--- src/rtl/uart_pkg.sv ---
// Shared UART definitions: serializer state encoding and line constants,
// common to the transmit and receive paths.
package uart_pkg;

    typedef enum logic [1:0] {
        ST_IDLE  = 2'd0,
        ST_START = 2'd1,
        ST_DATA  = 2'd2,
        ST_STOP  = 2'd3
    } uart_state_t;

    localparam logic UART_IDLE_LEVEL = 1'b1;
    localparam int   DATA_BITS       = 8;

endpackage

--- src/rtl/sync_fifo.sv ---
// Single-clock FIFO with occupancy count; a push while full or a pop while
// empty is ignored, so callers may drive push/pop without extra gating.
module sync_fifo #(
    parameter int WIDTH = 8,
    parameter int DEPTH = 4
) (
    input  logic                     clk,
    input  logic                     rst_n,
    input  logic                     push,
    input  logic [WIDTH-1:0]         push_data,
    input  logic                     pop,
    output logic [WIDTH-1:0]         pop_data,
    output logic                     full,
    output logic                     empty,
    output logic [$clog2(DEPTH):0]   level
);
    localparam int AW = $clog2(DEPTH);
    localparam logic [AW:0] FULL_LEVEL = (AW+1)'(DEPTH);

    logic [WIDTH-1:0] mem [DEPTH];
    logic [AW-1:0]    wr_ptr;
    logic [AW-1:0]    rd_ptr;
    logic             do_push;
    logic             do_pop;

    // Full is taken from the registered level, so a pop in the same cycle
    // never lets a push slip into a full FIFO.
    assign full     = (level == FULL_LEVEL);
    assign empty    = (level == '0);
    assign do_push  = push && !full;
    assign do_pop   = pop && !empty;
    assign pop_data = mem[rd_ptr];

    always_ff @(posedge clk or negedge rst_n) begin
        if (!rst_n) begin
            wr_ptr <= '0;
            rd_ptr <= '0;
            level  <= '0;
        end else begin
            if (do_push) wr_ptr <= wr_ptr + 1'b1;
            if (do_pop)  rd_ptr <= rd_ptr + 1'b1;
            case ({do_push, do_pop})
                2'b10:   level <= level + 1'b1;
                2'b01:   level <= level - 1'b1;
                default: level <= level;
            endcase
        end
    end

    always_ff @(posedge clk) begin
        if (do_push) mem[wr_ptr] <= push_data;
    end

endmodule

--- src/rtl/uart_tx.sv ---
// UART transmitter: buffers reply bytes in a small FIFO and serializes them
// as 8N1/8N2 frames, LSB first, on a registered tx line.
module uart_tx
    import uart_pkg::*;
#(
    parameter int CLKS_PER_BIT = 434,
    parameter int FIFO_DEPTH   = 4,
    parameter int STOP_BITS    = 1
) (
    input  logic                            clk,
    input  logic                            rst_n,
    input  logic [7:0]                      tx_data,
    input  logic                            tx_valid,
    output logic                            tx_ready,
    output logic                            tx,
    output logic                            tx_busy,
    output logic [$clog2(FIFO_DEPTH):0]     fifo_level
);
    localparam int CW = $clog2(CLKS_PER_BIT);
    localparam logic [CW-1:0] BAUD_LAST = CW'(CLKS_PER_BIT - 1);
    localparam logic [2:0]    LAST_BIT  = 3'(DATA_BITS - 1);
    localparam logic [2:0]    LAST_STOP = 3'(STOP_BITS - 1);

    uart_state_t    state, state_nxt;
    logic [CW-1:0]  baud_cnt, baud_nxt;
    logic [2:0]     bit_idx, bit_nxt;
    logic [7:0]     shift, shift_nxt;
    logic           tx_nxt;
    logic           baud_done;

    logic           fifo_pop;
    logic           fifo_full;
    logic           fifo_empty;
    logic [7:0]     fifo_head;

    sync_fifo #(
        .WIDTH (DATA_BITS),
        .DEPTH (FIFO_DEPTH)
    ) u_fifo (
        .clk       (clk),
        .rst_n     (rst_n),
        .push      (tx_valid),
        .push_data (tx_data),
        .pop       (fifo_pop),
        .pop_data  (fifo_head),
        .full      (fifo_full),
        .empty     (fifo_empty),
        .level     (fifo_level)
    );

    assign tx_ready  = !fifo_full;
    assign tx_busy   = (state != ST_IDLE) || !fifo_empty;
    assign baud_done = (baud_cnt == BAUD_LAST);

    always_ff @(posedge clk or negedge rst_n) begin
        if (!rst_n) begin
            state    <= ST_IDLE;
            baud_cnt <= '0;
            bit_idx  <= '0;
            shift    <= '0;
            tx       <= UART_IDLE_LEVEL;
        end else begin
            state    <= state_nxt;
            baud_cnt <= baud_nxt;
            bit_idx  <= bit_nxt;
            shift    <= shift_nxt;
            tx       <= tx_nxt;
        end
    end

    // tx_nxt is the line level for the state being entered, keeping tx a
    // pure register with no path from the handshake inputs.
    always_comb begin
        state_nxt = state;
        baud_nxt  = baud_cnt;
        bit_nxt   = bit_idx;
        shift_nxt = shift;
        tx_nxt    = tx;
        fifo_pop  = 1'b0;
        case (state)
            ST_IDLE: begin
                tx_nxt = UART_IDLE_LEVEL;
                if (!fifo_empty) begin
                    fifo_pop  = 1'b1;
                    shift_nxt = fifo_head;
                    baud_nxt  = '0;
                    tx_nxt    = 1'b0;
                    state_nxt = ST_START;
                end
            end
            ST_START: begin
                if (baud_done) begin
                    baud_nxt  = '0;
                    bit_nxt   = '0;
                    tx_nxt    = shift[0];
                    state_nxt = ST_DATA;
                end else begin
                    baud_nxt = baud_cnt + 1'b1;
                end
            end
            ST_DATA: begin
                if (baud_done) begin
                    baud_nxt = '0;
                    if (bit_idx == LAST_BIT) begin
                        bit_nxt   = '0;
                        tx_nxt    = UART_IDLE_LEVEL;
                        state_nxt = ST_STOP;
                    end else begin
                        bit_nxt   = bit_idx + 1'b1;
                        shift_nxt = {1'b0, shift[7:1]};
                        tx_nxt    = shift[1];
                    end
                end else begin
                    baud_nxt = baud_cnt + 1'b1;
                end
            end
            ST_STOP: begin
                // bit_idx is reused to count stop bits
                if (baud_done) begin
                    baud_nxt = '0;
                    if (bit_idx == LAST_STOP) begin
                        bit_nxt   = '0;
                        state_nxt = ST_IDLE;
                    end else begin
                        bit_nxt = bit_idx + 1'b1;
                    end
                end else begin
                    baud_nxt = baud_cnt + 1'b1;
                end
            end
            default: state_nxt = ST_IDLE;
        endcase
    end

endmodule
--- config.mk ---
export PLATFORM = sky130hd
export DESIGN_NAME = uart_tx
export DESIGN_NICKNAME = d
export VERILOG_FILES = /design/src/rtl/uart_pkg.sv /design/src/rtl/sync_fifo.sv /design/src/rtl/uart_tx.sv
export SDC_FILE = /design/constraint.sdc
export NUM_CORES = 1
export LEC_CHECK = 0
export ABC_AREA = 1
export BUFFER_PORTS_ARGS = -buffer_cell sky130_fd_sc_hd__buf_4
export CORE_UTILIZATION = 45
export CTS_CLUSTER_SIZE = 20
export DETAILED_ROUTE_END_ITERATION = 10
export GPL_TIMING_DRIVEN = 0
export PLACE_DENSITY = 0.63
export SYNTH_ARGS = -nofsm -noshare
export SYNTH_HDL_FRONTEND = slang
export SYNTH_SLANG_ARGS = --single-unit
--- constraint.sdc ---
create_clock -name clk -period 1.8 [get_ports clk]
set_input_delay 0.18 -clock clk [delete_from_list [all_inputs] [get_ports clk]]
set_output_delay 0.18 -clock clk [all_outputs]
set_load 0.005 [all_outputs]
==> results_dict.tcl <==
set metrics [dict create \
    yosys-top-cells-area "sky130_fd_sc_hd__edfxtp_1 (31%), sky130_fd_sc_hd__dfrtp_1 (24%), sky130_fd_sc_hd__nand2_1 (12%)" \
    drt-total-wl_mm 5.85 \
    largest_fanout_of_any_net_on_the_critical_path 3 \
    initial_utilization_pct 47.4 \
    detailedPlacementHpwl_mm 4.03 \
    timing_worst_slew_pin_value_ns 0.462 \
    setup.worst_path.start_class "flop" \
    cts-root-buf "sky130_fd_sc_hd__clkbuf_8" \
    numPortBuffers 16 \
    post-route-worst-setup-slack_ns 0.0240 \
    cts_max_level 3 \
    netlist_instances 321 \
    power_leakage_nw 1.60 \
    grt_antenna_before_repair 0 \
    synth.lib_cells_used.distinct 33 \
    synth_sequential_area_ratio_pct 55.9 \
    grt_pass1_wl_mm 10.2 \
    fin_worst_hold_slack_ns 0.0377 \
    first_iter_violations 94 \
    run_status "finished, violations left" \
    synth_top_flop_cell "sky130_fd_sc_hd__edfxtp_1" \
    fp.dieArea_um2 7140 \
    finalWeightedCongestion 0.778 \
    clock_latency_ns 0.34 \
    detailroute.via_count 2194 \
    total_cts_buffers 9 \
    use_met3_pct 4.92 \
    synth.cells.most_frequent "sky130_fd_sc_hd__nand2_1 (95), sky130_fd_sc_hd__nand3_1 (34), sky130_fd_sc_hd__edfxtp_1 (32)" \
    first_global_vias 2200 \
    setup-violations-final 0 \
    setup_repair_after_global_routing_missed_its_margin "true" \
    avgSynthCellArea_um2 9.54 \
    fin_hold_viols 0 \
    synth_seq_cells 62 \
    cts_tree "yes" \
    power_density_nw_per_um2 975 \
    clkSlewWorstSetupHoldPaths_ns 0.08 \
    timing.critical_path.cells "inv_2 > ha_4 > nand2_4 > inv_4 > ha_4 > inv_2 > fa_2 > a21oi_2 > o21ai_2 > xor2_1" \
    critical_path.slowest_cell "sky130_fd_sc_hd__dfrtp_1" \
    hold_class "input pin to flop" \
    ant_nets 0 \
    layout-drive-gt1-share_pct 22.8 \
    globalRoute.busiestLayer "met2" \
    grt_util_met2_pct 30.2 \
    violations "DRC" \
    drt_pass1_iterations 9 \
    grt_max_degree 31 \
    place_ws_ns -0.195 \
    viasPerCell 5.02 \
    final.period_utilization_pct 98.7 \
    arrival_time_at_the_worst_endpoint_ns 2.00 \
    global_route.overflow_total 0 \
    reg2regPathDepth 10 \
    min_period_ns 1.78 \
    worst_ir_drop_vdd_mv 0.652 \
    fmax_ghz 0.563 \
    clockBufferDepth 2 \
    ios 17 \
    area_growth_pct 17.0 \
    critical_path_class "flop to flop" \
    die-height_um 84.5 \
    critPathRequiredTime_ns 2.02 \
    netlist_area_um2 3060 \
    detail_route.drc_violations 2 \
    clock_sink_count 62 \
    core_area_um2 6460 \
    synth_enable_flop_cells 32 \
    syn_nets 348 \
    nNetsFinal 382 \
    warnings_from_yosys 0 \
    maxSlewHeadroom_pct 69.2 \
    largest_stage_delay_on_the_critical_path_ns 0.40 \
    fp-row-count 29 \
    worst_setup_path_end_kind "flop" \
    dieWidth_um 84.5 \
    routedWlPerCell_um 13.4 \
    maxCapViolCount 0 \
    synth_top_area_share_pct 31.4 \
    synth_async_reset_ratio_pct 48.4 \
    worstHoldPathCells 1 \
    synth_largest_area_cell "sky130_fd_sc_hd__edfxtp_1" \
    synthMostInstantiatedCell "sky130_fd_sc_hd__nand2_1" \
    clock_skew_ns 0.00662 \
    groute.usage.overall_pct 18.8 \
    num_antenna_cells 0 \
    slew_violations 0 \
    global_route.usage.met1_pct 23.6 \
]
-- sequential cells by signal, summed over array words and instances (netlist names) --
| name | flops |
|---|---|
| state | 2 |
| u_fifo.mem | 32 |
| u_fifo.wr_ptr | 2 |
| shift | 8 |
| bit_idx | 3 |
| u_fifo.level | 3 |
| tx | 1 |
| u_fifo.rd_ptr | 2 |
| baud_cnt | 9 |
-- layout by cell type, fill, tap and decap left out, types with 2 or more instances in the layout --
master,n
sky130_fd_sc_hd__nand2_1,93
sky130_fd_sc_hd__nand3_1,34
sky130_fd_sc_hd__edfxtp_1,32
sky130_fd_sc_hd__dfrtp_1,27
sky130_fd_sc_hd__inv_1,26
sky130_fd_sc_hd__buf_4,25
sky130_fd_sc_hd__nor2_1,19
sky130_fd_sc_hd__ha_1,12
sky130_fd_sc_hd__clkbuf_8,9
sky130_fd_sc_hd__inv_2,8
sky130_fd_sc_hd__nor2_2,6
sky130_fd_sc_hd__a21oi_1,5
sky130_fd_sc_hd__nand2_4,4
sky130_fd_sc_hd__o21ai_2,4
sky130_fd_sc_hd__xor2_1,4
sky130_fd_sc_hd__o21ai_0,4
sky130_fd_sc_hd__o21ai_1,4
sky130_fd_sc_hd__clkinvlp_4,4
sky130_fd_sc_hd__nand2_2,3
sky130_fd_sc_hd__nor3_1,3
sky130_fd_sc_hd__buf_2,3
sky130_fd_sc_hd__nand4_1,3
sky130_fd_sc_hd__or2_1,2
sky130_fd_sc_hd__a31oi_1,2
sky130_fd_sc_hd__o22ai_1,2
sky130_fd_sc_hd__ha_4,2
sky130_fd_sc_hd__dfrtp_2,2
-- power breakdown --
part	leakage, nW	internal, W	total (W)	switching, W
clock network	0.0751	0.000506	0.00108	0.000576
registers	0.656	0.00172	0.00180	0.0000883
logic	0.868	0.000250	0.000610	0.000360
-- final timing paths --
| kind | from | end | slack [ns] |
|---|---|---|---|
| min in group asynchronous | rst_n | baud_cnt[4] | 0.31 |
| hold reg to reg | tx | tx | 0.47 |
| setup / recovery | state[1] | u_fifo.level[2] | 0.02 |
| max in group asynchronous | rst_n | tx | 1.16 |
| hold / removal | tx_data[2] | u_fifo.mem[1][2] | 0.04 |
| setup reg to reg | state[1] | u_fifo.level[2] | 0.02 |
-- cell families (layout without fill, tap and decap cells) --
| kind of cell | count (synthesis) | after routing | share of synthesized area [%] |
|---|---|---|---|
| buffers and inverters | 41 | 80 | 5.51 |
| AO/OA/AOI/OAI | 25 | 25 | 5.43 |
| adder cells (fa/ha/maj) | 16 | 16 | 6.78 |
| multiplexers | 1 | 1 | 0.327 |
| XOR/XNOR | 5 | 5 | 1.43 |
| flip-flops | 62 | 62 | 55.9 |
| AND/OR/NAND/NOR | 171 | 171 | 24.6 |
-- routing by layer --
| layer | routed length, um | up-vias | share of wire [%] |
|---|---|---|---|
| met5 | 0 | - | 0 |
| met4 | 111 | 0 | 1.9 |
| met3 | 143 | 10 | 2.4 |
| met2 | 2810 | 22 | 48 |
| met1 | 2780 | 1045 | 48 |
| li1 | - | 1117 | - |
-- cell type report --
type                       instances  area (um2)
tap                               77        96.3
timing repair buffer              23         175
clock buffer                      10         128
clock inverter                     6        47.5
fill                             565        2870
buffer                             6        37.5
sequential                        62        1720
multi-input combinational        218        1250
inverter                          35         134
-- worst max-delay path, delay by kind of cell (launching register included) --
| kind | cells | cell delay (ns) |
|---|---|---|
| fa+ha+maj | 3 | 0.63 |
| flops | 1 | 0.40 |
| compound gates | 2 | 0.23 |
| buf+inv | 3 | 0.20 |
| xor+xnor | 1 | 0.13 |
| simple gates | 1 | 0.06 |
-- stage by stage --
step | TNS (ns) | std cells | area [um2] | utilization (%) | power, W
2_1_floorplan | -0.0509 | 321 | 3070 | - | 0.00214
3_5_place_dp | -0.278 | 414 | 3280 | 50.9 | 0.00235
3_3_place_gp | -0.230 | 414 | 3280 | 50.9 | 0.00234
4_1_cts | -0.0117 | 437 | 3550 | 55.0 | 0.00351
6_report | 0 | 437 | 3580 | 55.5 | 0.00350
5_1_grt | -0.121 | 437 | 3580 | 55.5 | 0.00371
-- timing repair --
item | in CTS | in global routing
hold endpoints to repair | 29 | 0
hold buffers | 1 | 0
endpoints found under the setup margin | 3 | 31
buffers inserted | 6 | 0
resized for setup | 13 | 10
pin swaps | 2 | 4
(Power assumes the default switching activity.)
